File: src/rtl/alu_arb_pkg.sv
// Shared types and constants for the two-requester ALU stage arbiter.
// Covers slot states, requester indices and the response flag bit positions.
package alu_arb_pkg;

  localparam int NUM_REQ = 2;
  localparam int REQ_EXE = 0;
  localparam int REQ_AGU = 1;

  // Bit positions inside the 4-bit response flag field.
  localparam int FLAG_N = 3;
  localparam int FLAG_Z = 2;
  localparam int FLAG_V = 1;
  localparam int FLAG_C = 0;

  typedef enum logic {
    SLOT_EMPTY = 1'b0,
    SLOT_FULL  = 1'b1
  } slot_state_e;

  function automatic logic [3:0] pack_flags(input logic n, input logic z,
                                            input logic v, input logic c);
    logic [3:0] f;
    f         = '0;
    f[FLAG_N] = n;
    f[FLAG_Z] = z;
    f[FLAG_V] = v;
    f[FLAG_C] = c;
    return f;
  endfunction

endpackage

File: src/rtl/rr_arbiter2.sv
// 2-way round-robin arbiter: grant is combinational from eligible, zero latency.
// last_grant moves only on an actual grant, so idle or stalled cycles keep the order.
module rr_arbiter2 (
  input  logic       clk,
  input  logic       reset,
  input  logic [1:0] eligible,
  output logic [1:0] grant
);

  logic last_grant;

  always_comb begin
    grant = 2'b00;
    unique case (eligible)
      2'b01:   grant = 2'b01;
      2'b10:   grant = 2'b10;
      2'b11:   grant = last_grant ? 2'b01 : 2'b10;
      default: grant = 2'b00;
    endcase
  end

  always_ff @(posedge clk) begin
    if (reset) begin
      last_grant <= 1'b1;
    end else if (|grant) begin
      last_grant <= grant[1];
    end
  end

endmodule

File: src/rtl/alu_stage_arbiter.sv
// Shares one ALU stage between two requesters; the response is registered 1 cycle after the grant.
// A requester waits while its response slot is full and undrained; hold stalls grants only.
module alu_stage_arbiter
  import alu_arb_pkg::*;
#(
  parameter int DATA_W = 64
) (
  input  logic                         clk,
  input  logic                         reset,
  input  logic                         hold,
  input  logic [1:0]                   req_valid,
  output logic [1:0]                   req_ready,
  input  logic [1:0]                   req_ALUSrc,
  input  logic [1:0]                   req_dOrImm,
  input  logic [1:0][8:0]              req_dAddr9,
  input  logic [1:0][11:0]             req_imm12,
  input  logic [1:0][2:0]              req_ALUOp,
  input  logic [1:0][DATA_W-1:0]       req_A,
  input  logic [1:0][DATA_W-1:0]       req_B,
  output logic                         alu_ALUSrc,
  output logic                         alu_dOrImm,
  output logic [8:0]                   alu_dAddr9,
  output logic [11:0]                  alu_imm12,
  output logic [2:0]                   alu_ALUOp,
  output logic [DATA_W-1:0]            alu_A,
  output logic [DATA_W-1:0]            alu_ReadData2,
  input  logic [DATA_W-1:0]            alu_result,
  input  logic                         alu_negative,
  input  logic                         alu_zero,
  input  logic                         alu_overflow,
  input  logic                         alu_carry_out,
  output logic [1:0]                   rsp_valid,
  input  logic [1:0]                   rsp_ready,
  output logic [1:0][DATA_W-1:0]       rsp_result,
  output logic [1:0][3:0]              rsp_flags
);

  slot_state_e slot_q [NUM_REQ];
  slot_state_e slot_d [NUM_REQ];
  logic [1:0]  drain;
  logic [1:0]  eligible;
  logic [1:0]  grant;

  always_comb begin
    drain    = 2'b00;
    eligible = 2'b00;
    rsp_valid = 2'b00;
    for (int i = 0; i < NUM_REQ; i++) begin
      rsp_valid[i] = (slot_q[i] == SLOT_FULL);
      drain[i]     = rsp_valid[i] & rsp_ready[i];
      // Reset gating keeps req_ready and the ALU inputs quiet during the reset cycle.
      eligible[i]  = req_valid[i] & ~hold & ~reset &
                     ((slot_q[i] == SLOT_EMPTY) | drain[i]);
    end
  end

  rr_arbiter2 u_arb (
    .clk      (clk),
    .reset    (reset),
    .eligible (eligible),
    .grant    (grant)
  );

  assign req_ready = grant;

  always_comb begin
    alu_ALUSrc    = 1'b0;
    alu_dOrImm    = 1'b0;
    alu_dAddr9    = '0;
    alu_imm12     = '0;
    alu_ALUOp     = '0;
    alu_A         = '0;
    alu_ReadData2 = '0;
    for (int i = 0; i < NUM_REQ; i++) begin
      if (grant[i]) begin
        alu_ALUSrc    = req_ALUSrc[i];
        alu_dOrImm    = req_dOrImm[i];
        alu_dAddr9    = req_dAddr9[i];
        alu_imm12     = req_imm12[i];
        alu_ALUOp     = req_ALUOp[i];
        alu_A         = req_A[i];
        alu_ReadData2 = req_B[i];
      end
    end
  end

  // A grant wins over a drain so a slot drained and regranted in one cycle stays full.
  always_comb begin
    for (int i = 0; i < NUM_REQ; i++) begin
      slot_d[i] = slot_q[i];
      if (grant[i]) begin
        slot_d[i] = SLOT_FULL;
      end else if (drain[i]) begin
        slot_d[i] = SLOT_EMPTY;
      end
    end
  end

  always_ff @(posedge clk) begin
    if (reset) begin
      for (int i = 0; i < NUM_REQ; i++) begin
        slot_q[i]     <= SLOT_EMPTY;
        rsp_result[i] <= '0;
        rsp_flags[i]  <= '0;
      end
    end else begin
      for (int i = 0; i < NUM_REQ; i++) begin
        slot_q[i] <= slot_d[i];
        if (grant[i]) begin
          rsp_result[i] <= alu_result;
          rsp_flags[i]  <= pack_flags(alu_negative, alu_zero, alu_overflow, alu_carry_out);
        end
      end
    end
  end

endmodule

File: config.mk
export PLATFORM = sky130hd
export DESIGN_NAME = alu_stage_arbiter
export DESIGN_NICKNAME = d
export VERILOG_FILES = /design/src/rtl/alu_arb_pkg.sv /design/src/rtl/rr_arbiter2.sv /design/src/rtl/alu_stage_arbiter.sv
export SDC_FILE = /design/constraint.sdc
export NUM_CORES = 1
export LEC_CHECK = 0
export ABC_CLOCK_PERIOD_IN_PS = 5250
export CAP_MARGIN = 20
export CORE_AREA = 2 2 263 265
export CTS_BUF_LIST = sky130_fd_sc_hd__clkbuf_4 sky130_fd_sc_hd__clkbuf_8
export CTS_CLUSTER_DIAMETER = 40
export DETAILED_ROUTE_END_ITERATION = 8
export DIE_AREA = 0 0 265 267
export HOLD_SLACK_MARGIN = 0.12
export PLACE_DENSITY = 0.46
export SYNTH_ARGS = -nofsm -noshare
export SYNTH_HDL_FRONTEND = slang
export SYNTH_SLANG_ARGS = --single-unit
File: constraint.sdc
create_clock -name clk -period 5.25 [get_ports clk]
set_clock_uncertainty 0.15 [all_clocks]
set_input_delay 1.05 -clock clk [delete_from_list [all_inputs] [get_ports clk]]
set_output_delay 1.05 -clock clk [all_outputs]
set_load 0.02 [all_outputs]
### Word level (Yosys, flattened, before mapping)

Memory sizes are Yosys's and may differ from the RTL's.
Index checks and enable logic that the tools add are counted.

* equal/unequal tests: 3
* muxes and demuxes: 25
* bitwise operators: 16
* reductions and logical operators: 1

Operator list (number)
* 64-bit 2-to-1 mux: 4
* 12-bit 2-to-1 mux: 2
* 9-bit 2-to-1 mux: 2
* 1-bit 2-to-1 mux: 13
* 1-bit AND: 8
* 3-bit 2-to-1 mux: 2
* 2-bit one-hot mux with 3 select lines: 1
* 2-bit equality test, second input constant: 2
* 1-bit inverter: 4
* 1-bit bitwise OR: 4
* 2-bit by 1-bit equality test with 1-bit output, second input constant: 1
* 2-bit 2-to-1 mux: 1
* 2-bit OR reduction: 1

* bits in registers: 137
* bits in writable memories: 2
* output and inout bits: 294
* logic and storage cells: 51
* memories kept: 1

Memories
* slot_q: depth 2, width 1, read ports 2, clocked after memory_dff 0, wr ports 2, line alu_stage_arbiter.sv:38 `slot_state_e slot_q [NUM_REQ];`

### Longest topological paths before layout

Gate-level depths: netlist (run 1).

* word-level depth: 8
* mapped depth: 8
* depth with buffers taken out: 4

### Hierarchy

A second synthesis (run 1) with hierarchy kept.

* cells, all modules: 645
* area, all modules: 6434.9 um^2

By module, submodules not included
* alu_stage_arbiter: instances 1, cells an instance 639, area each 6381.1 um^2, sequential area each 2762.6 um^2
* rr_arbiter2: instances 1, cells an instance 6, area each 53.8 um^2, sequential area each 20.0 um^2

### Worst setup path before layout (run 1)

Ideal clock, no wire load.

* path type: in2out
* from: input port rsp_ready[0]
* to: output port alu_A[33]
* arrival time: 2.389 ns
* data required time: 4.050 ns
* path slack: 1.661 ns
* stages: 8
* path buffers: 4
* path through: nand2b_1 -> buf_2 -> a311oi_1 -> buf_4 -> buf_6 -> buf_6 -> a22oi_1 -> nor2_1

* longest elaborated chain between the ends: 7
* elaborated cells on any way between the ends: 9

RTL lines
* start: declaration: line alu_stage_arbiter.sv:33 `input logic [1:0] rsp_ready,`
* 1-bit AND (*): line alu_stage_arbiter.sv:50 `drain[i] = rsp_valid[i] & rsp_ready[i];`
* 1-bit bitwise OR (*): line alu_stage_arbiter.sv:53 `((slot_q[i] == SLOT_EMPTY) | drain[i]);`
* 1-bit AND (*): line alu_stage_arbiter.sv:52 `eligible[i] = req_valid[i] & ~hold & ~reset &`
* 2-bit equality test or 2-bit by 1-bit equality test with 1-bit output (tied branches): line rr_arbiter2.sv:14 `unique case (eligible)`
* 2-bit one-hot mux with 3 select lines (*): line rr_arbiter2.sv:14
* 64-bit 2-to-1 mux: line alu_stage_arbiter.sv:75 `if (grant[i]) begin`
* 64-bit 2-to-1 mux (*): line alu_stage_arbiter.sv:75
* end: declaration: line alu_stage_arbiter.sv:25 `output logic [DATA_W-1:0] alu_A,`

Every way passes the cells marked *; elsewhere a longest branch is shown, timed or not.

### Worst setup path in the final report (run 1)

* from: input port rsp_ready[0]
* to: output port alu_ReadData2[44]

* longest elaborated chain between the ends: 7
* elaborated cells on any way between the ends: 9

RTL lines
* 1-bit AND (*): line alu_stage_arbiter.sv:50
* 1-bit bitwise OR (*): line alu_stage_arbiter.sv:53
* 1-bit AND (*): line alu_stage_arbiter.sv:52
* 2-bit equality test or 2-bit by 1-bit equality test with 1-bit output (tied branches): line rr_arbiter2.sv:14
* 2-bit one-hot mux with 3 select lines (*): line rr_arbiter2.sv:14
* 64-bit 2-to-1 mux: line alu_stage_arbiter.sv:75
* 64-bit 2-to-1 mux (*): line alu_stage_arbiter.sv:75
* end: declaration: line alu_stage_arbiter.sv:26 `output logic [DATA_W-1:0] alu_ReadData2,`

Marked as above.

==> key figures, run 1 <==
Clock tree
  • Hold Buf Count CTS: 0
  • Worst-Skew Late Latency: between 0.4 and 0.5 ns
  • Max Root-Sink Buffers: 2
  • H-tree lvl count: 4
  • Postcts setup bufs: 0
  • TritonCTS clock tree: done
  • CTS Root Cell: clkbuf_8
  • Clk sinks: between 100 and 150
  • TritonCTS Buffers: 17
  • Post-cts sizing count: 0
  • Clk slew on worst S/H paths: around 0.08 ns

Power
  • Flop pwr share: a little over a third
  • P per Cell Area: between 200 and 250 nW/um^2
  • Net Sw Frac: between 30 and 40%
  • Combinational Power Share: 33.7%
  • Leakage: 5.149 nW
  • Clock share of power: between 30% and 40%
  • Psw: 1.036 mW
  • Tot Pwr: ~3.2 mW
  • Worst vdd ir: 0.1744 mV
  • Power Internal: roughly 2.1 mW

Floorplanning
  • Row cnt: 96
  • Ports: 677
  • Die height: approximately 270 um
  • Core ar.: between 60,000 and 70,000 um^2
  • Die area: 70,760 um^2
  • Die X: roughly 270 um
  • Starting Density: 11.32%

Routing
  • Routed wire per std cell: 23.68 um
  • First-pass DRT Iterations: 7
  • Detail Route met2 WL: about 30,000 um
  • Post-Route WL: 59,760 um
  • Total number of vias: about 11,000
  • Vias per inst: roughly 4.3
  • Iteration-0 DRC Markers: 640
  • Routed Antenna Nets: 0
  • M1 WL: around 22,000 um
  • # DRC: 0
  • Top sig layer: met5
  • DR WL met3: 6246 um

Finish
  • Final core utilization: a little under a quarter
  • Most common cell after layout, fill and taps aside: clkdlybuf4s50_1
  • Nets: ~2,000
  • Cell area after layout: around 16,000 um^2
  • Share of cells above drive strength 1: around a tenth
  • Area Overhead vs Synth: 106.7%
  • Commonest cells after routing, fill and taps aside: 645 x clkdlybuf4s50_1, 157 x nor2_1, 139 x dfxtp_1

Logic synthesis
  • Post-synthesis sequential area ratio: 36.17%
  • Post-synth top area cell: dfxtp_1
  • Post-synthesis net count: ~1,400
  • Synthesized area: roughly 7700 um^2
  • #FFs+latches synth: roughly 140
  • YS warnings: 0
  • Primary FF master, synth: dfxtp_1
  • Post-synth EDFFs: 0
  • Mean Syn Cell Area: about 7.6 um^2
  • Synth cell types: 25
  • Async SR Flop Fraction: 0%
  • Share of the synthesized area in the top cell type: 36.17%
  • Syn Inst Count: 1,008
  • Synth area leaders: dfxtp_1 36%, a22oi_1 9.5%, a22oi_2 9.3%, a21oi_1 9.0%, nand3_1 9.0%

Job
  • Number of max-cap violations: 0

Setup path
  • Kind of critical path: primary input to primary output
  • Worst R2R Path Depth: 4
  • CP arrival: ~3.7 ns
  • CP Max Fanout: 22
  • Worst reg2reg startpoint: slot_q[0][0]
  • R2R Setup Slk: 2.85 ns
  • Worst EP required: just over 4 ns
  • CP startpoint: rsp_ready[0]
  • Crit. End Element: primary output
  • CP Launch Type: primary input
  • Reg-to-Reg End: rsp_result[107]

STA
  • Period minus WS final: approximately 4.9 ns
  • Worst Tran Pin Value: 0.9955 ns
  • Pins over their slew limit: 0
  • Fin crit share: around 94%
  • Final worst slack: 0.3372 ns
  • Relative slew margins: 33.63%
  • Setup TNS: 0 ns
  • Unrepaired setup endpoints after global routing: no
  • Final Setup Violations: 0
  • Max Fclk: around 200 MHz
  • Final hold vios: 0

Min path
  • Worst hold path depth: 2
  • WHS Endpoint: rsp_result[15]
  • Min-delay src: rsp_result[15]
  • Hold/Removal Path Class: flip-flop to flip-flop

Placed design
  • DPL Wire Length: 48,090 um
  • Routability cong.: between 0.8 and 0.9
  • Post-Place Worst Slack: 0.3280 ns
  • PortBufs: approximately 680
  • Post-place instance area: approximately 15,000 um^2

Global route
  • Initial antenna violation count: 29
  • Total congestion overflow: 0
  • Vias in the first global route: 10,630
  • Largest net degree at the start of global routing: 78
  • First-pass GRT wire length: 80,530 um
  • All-Layer GR Usage: approximately 16%

Status
  • Status: completed
[sequential cells by signal, indices dropped and copies added (netlist names)]
signal            count
rsp_result          128
u_arb.last_grant      1
rsp_flags             8
slot_q                2
[cells in the mapped netlist, types with 2 or more instances]
| library cell | number |
|---|---|
| nand3_1 | 138 |
| a22oi_2 | 57 |
| clkbuf_1 | 75 |
| buf_4 | 3 |
| a21oi_1 | 138 |
| o21ai_0 | 70 |
| or3_1 | 2 |
| a22oi_1 | 97 |
| nor2_1 | 157 |
| buf_2 | 25 |
| buf_1 | 2 |
| o21ai_1 | 68 |
| dfxtp_1 | 139 |
| clkbuf_2 | 2 |
| inv_1 | 2 |
| and3_1 | 2 |
| buf_6 | 23 |
[layer usage]
metal	vias up	GRT usage, %
li1	4887	-
met1	5237	16.75
met2	563	27.54
met3	79	6.624
met4	4	6.459
met5	-	0
[power groups by stage]
stage | clock network (mW) | registers [mW] | logic (mW)
6_report | 1.01 | 1.10 | 1.07
5_1_grt | 1.09 | 1.11 | 1.13
4_1_cts | 1.05 | 1.11 | 1.08
3_5_place_dp | 0 | 1.13 | 1.08
3_3_place_gp | 0 | 1.13 | 1.08
2_1_floorplan | 0 | 1.16 | 0.402
[how the worst max path moves through the flow]
stage / to / slack [ns] / depth (start not counted)
6_report: alu_ReadData2[44] / 0.34 / 7
4_1_cts: alu_imm12[4] / 0.33 / 7
3_3_place_gp: alu_imm12[4] / 0.39 / 7
5_1_grt: alu_ReadData2[44] / 0.23 / 7
3_5_place_dp: alu_ReadData2[44] / 0.33 / 7
2_1_floorplan: alu_A[33] / 1.66 / 8
[worst max-delay path: stages]
cell and delay [ns]:
clkdlybuf4s50_1 0.45, nand2b_1 0.36, o311a_4 0.54, buf_4 0.31, a22oi_1 0.14, nor2_1 0.13, clkdlybuf4s50_1 0.68
[cell type report]
type,count,area [um^2]
diodes,17,42.54
repair buffers,714,7274
multi-input cells,737,4255
clock buffers,18,241.5
flip-flops and latches,139,2783
inverters,2,7.507
well taps,882,1104
fillers,7477,52080
clock inverters,14,195.2
[cell families (layout without fill, tap and decap cells)]
logic type | Yosys count | count (layout) | share of synthesized area (%)
other | 0 | 17 | 0
AND/OR/NAND/NOR | 305 | 305 | 17.63
buffers and inverters | 132 | 748 | 9.270
flip-flops | 139 | 139 | 36.17
AO/OA/AOI/OAI | 432 | 432 | 36.93
[per-stage QoR]
stage,instances,hold slack (ns)
after CTS,2506,0.3295
after global routing,2522,0.3498
final,2523,0.3277
after detailed placement,2474,0.3194
after global placement,2474,0.3106
after floorplan,1008,0.4036
Note: power is estimated with default switching activity, not from simulation.
==> inputs of run 2 (changes only) <==
--- a/constraint.sdc
+++ b/constraint.sdc
@@ -3,3 +3,3 @@
 set_input_delay 1.05 -clock clk [delete_from_list [all_inputs] [get_ports clk]]
 set_output_delay 1.05 -clock clk [all_outputs]
-set_load 0.02 [all_outputs]
+set_load 0.05 [all_outputs]
==> run 2 against run 1 <==
Effect of this change:
- sequential cell count unchanged
- global-route usage up 0.66 points
- sequential power about the same
- clock power up 5%
- setup slack better by 0.21 ns
- total power up 11%
- critical path depth up 1
- worst hold slack worse by 0.0023 ns
- wire length up 3.3%
- combinational power up 27%
- core utilization up 1.6 points
==> key figures, run 2 (synthesized netlist as in run 1, its figures left out) <==
Finish
  • Most common cell after layout, fill and taps aside: clkdlybuf4s50_1
  • Max FFs per register: 128 (unchanged)
  • Finished Layout Cells: 2,501 (-0.87%)
  • Largest Register: rsp_result
  • Top Registers: rsp_result x128, rsp_flags x8, slot_q x2
  • Commonest cells after routing, fill and taps aside: 519 x clkdlybuf4s50_1, 157 x nor2_1, 139 x buf_12, 139 x dfxtp_1, 138 x a21oi_1
  • Share of cells above drive strength 1: 17.61% (+7.2 points)
  • Fillcell total: 7,278 (-2.7%)
  • Area Overhead vs Synth: 120.4%
  • Nets: 1,983 (-0.55%)

Floorplanning
  • Die area: 70,760 um^2 (unchanged)
  • Ports: 677 (unchanged)
  • Die X: 265 um (unchanged)
  • Starting Density: 11.32% (unchanged)
  • Row cnt: 96 (unchanged)
  • Die height: 267 um (unchanged)
  • Core ar.: 67,990 um^2 (unchanged)

STA
  • Setup TNS: 0 ns (unchanged)
  • Final Setup Violations: 0 (unchanged)
  • Pins over their slew limit: 0 (unchanged)
  • Fin crit share: 89.49% (-4.1 points)
  • Worst Tran Pin Value: 1.058 ns (+0.06297 ns)
  • Unrepaired setup endpoints after global routing: no
  • Final hold vios: 0 (unchanged)
  • Max Fclk: 212.9 MHz (+4.6%)
  • Relative slew margins: 29.43% (-4.2 points)
  • Period minus WS final: 4.698 ns (-0.2148 ns)

Routing
  • Routed Antenna Nets: 0 (unchanged)
  • Total number of vias: 10,710 (-0.59%)
  • Vias per inst: 4.281 (+0.28%)
  • # DRC: 0 (unchanged)
  • Iteration-0 DRC Markers: 606 (-5.3%)
  • Routed wire per std cell: 24.69 um (+4.3%)
  • First-pass DRT Iterations: 5 (-2)
  • Post-Route WL: 61,750 um (+3.3%)

Setup path
  • Slowest stage cell on the critical path: a311oi_4
  • Cells along the critical path: clkdlybuf4s50_1 > nand2b_1 > a311oi_4 > buf_12 > buf_12 > a22oi_1 > nor2_1 > buf_12
  • CP Launch Type: primary input
  • CP arrival: 3.50 ns (-0.21 ns)
  • Worst EP required: 4.05 ns (about the same)
  • Kind of critical path: primary input to primary output
  • Worst Path Buf+Inv: 4 (+1)
  • CP Max Fanout: 43 (+95%)
  • Kind of cell adding the most delay to the critical path: buffers and inverters
  • Cell with the most instances on the worst path: buf_12
  • Max incr delay on CP: 0.42 ns (-0.26 ns)
  • Crit. End Element: primary output

Clock tree
  • TritonCTS clock tree: done
  • Worst-Skew Late Latency: 0.47 ns (about the same)
  • TritonCTS Buffers: 17 (unchanged)
  • Max Root-Sink Buffers: 2 (unchanged)
  • H-tree lvl count: 4 (unchanged)
  • Postcts setup bufs: 0 (unchanged)
  • Clk sinks: 139 (unchanged)
  • Clk slew on worst S/H paths: 0.09 ns (about the same)
  • CTS Root Cell: clkbuf_8
  • Post-cts sizing count: 0 (unchanged)
  • Hold Buf Count CTS: 0 (unchanged)

Placed design
  • DPL Wire Length: 50,110 um (+4.2%)
  • PortBufs: 676 (unchanged)
  • Routability cong.: 0.9069 (+0.97%)
  • Placed Cells: 2,463 (-0.44%)

Global route
  • All-Layer GR Usage: 16.44% (+0.66 points)
  • First-pass GRT wire length: 82,900 um (+2.9%)
  • Total congestion overflow: 0 (unchanged)
  • Largest net degree at the start of global routing: 91 (+17%)
  • Initial antenna violation count: 24 (-17%)
  • Vias in the first global route: 10,510 (-1.1%)

Job
  • Number of max-cap violations: 0 (unchanged)

Power
  • Leakage: 5.688 nW (+10%)
  • Worst vdd ir: 0.1634 mV (-6.3%)
  • P per Cell Area: 208.1 nW/um^2 (+3.9%)

Min path
  • Hold/Removal Path Class: flip-flop to flip-flop

Status
  • Status: completed
-- run 2: cell types whose count changed in the layout (fill, tap and decap cells not counted), sizes merged --
cell           before  now
clkdlybuf4s50     645  519
buf                69  184
diode              17    6
clkinv              7    4
inv                 4    6
bufinv              4    5
clkbuf             18   17
clkinvlp            1    2
-- run 2: per-stage QoR --
stage               hold slack (ns)  cell area (um^2)  worst slack [ns]  util, %  total power [mW]
floorplan                    0.4237              7694             1.284        -             1.753
global placement             0.3102             16460            0.5547    24.21             2.496
detailed placement           0.3180             16470            0.5423    24.23             2.502
CTS                          0.3307             16940            0.5424    24.92             3.584
global route                 0.3572             16960            0.4346    24.94             3.673
finish                       0.3254             16960            0.5520    24.94             3.530
-- run 2: path summary, 6_finish.rpt --
check | from | endpoint | slack, ns | cells past startpoint
worst min-delay path | rsp_result[61] | rsp_result[61] | 0.33 | 2
worst min register to register | rsp_result[61] | rsp_result[61] | 0.33 | 2
worst max-delay path | rsp_ready[0] | alu_ReadData2[26] | 0.55 | 8
worst max register to register | slot_q[0][1] | rsp_result[96] | 2.71 | 6
-- run 2: routing by layer --
layer  vias to the layer above  wire length [um]  global-route usage, %
li1                       4850                 -                      -
met1                      5241             22900                  17.79
met2                       545             31480                  29.50
met3                        66              5658                  6.274
met4                         4              1685                  5.115
met5                         -                27                      0
-- run 2: layout make-up --
class,instances,area [um^2],area share [%]
clock buffer,17,234.0,1.380
tap,882,1104,6.507
timing repair buffer,703,8323,49.08
multi-input combinational,737,4255,25.09
antenna,6,15.01,0.08853
inverter,2,7.507,0.04427
clock inverter,15,237.7,1.402
sequential,139,2783,16.41
-- run 2: report_power, final --
part	leakage, nW	internal, mW	total, mW	switching [mW]
Sequential	1.13	1.09	1.11	0.0191
Combinational	4.33	0.605	1.36	0.757
Clock	0.229	0.575	1.06	0.487
Total	5.69	2.27	3.53	1.26
-- run 2: worst reg2reg max path, delay by kind of cell, from the launching register on --
kind	cells	cell delay, ns
DFF	1	0.32
and+or+nand+nor	3	1.14
AOI/OAI and AO/OA	1	0.19
buffers and inverters	2	0.67
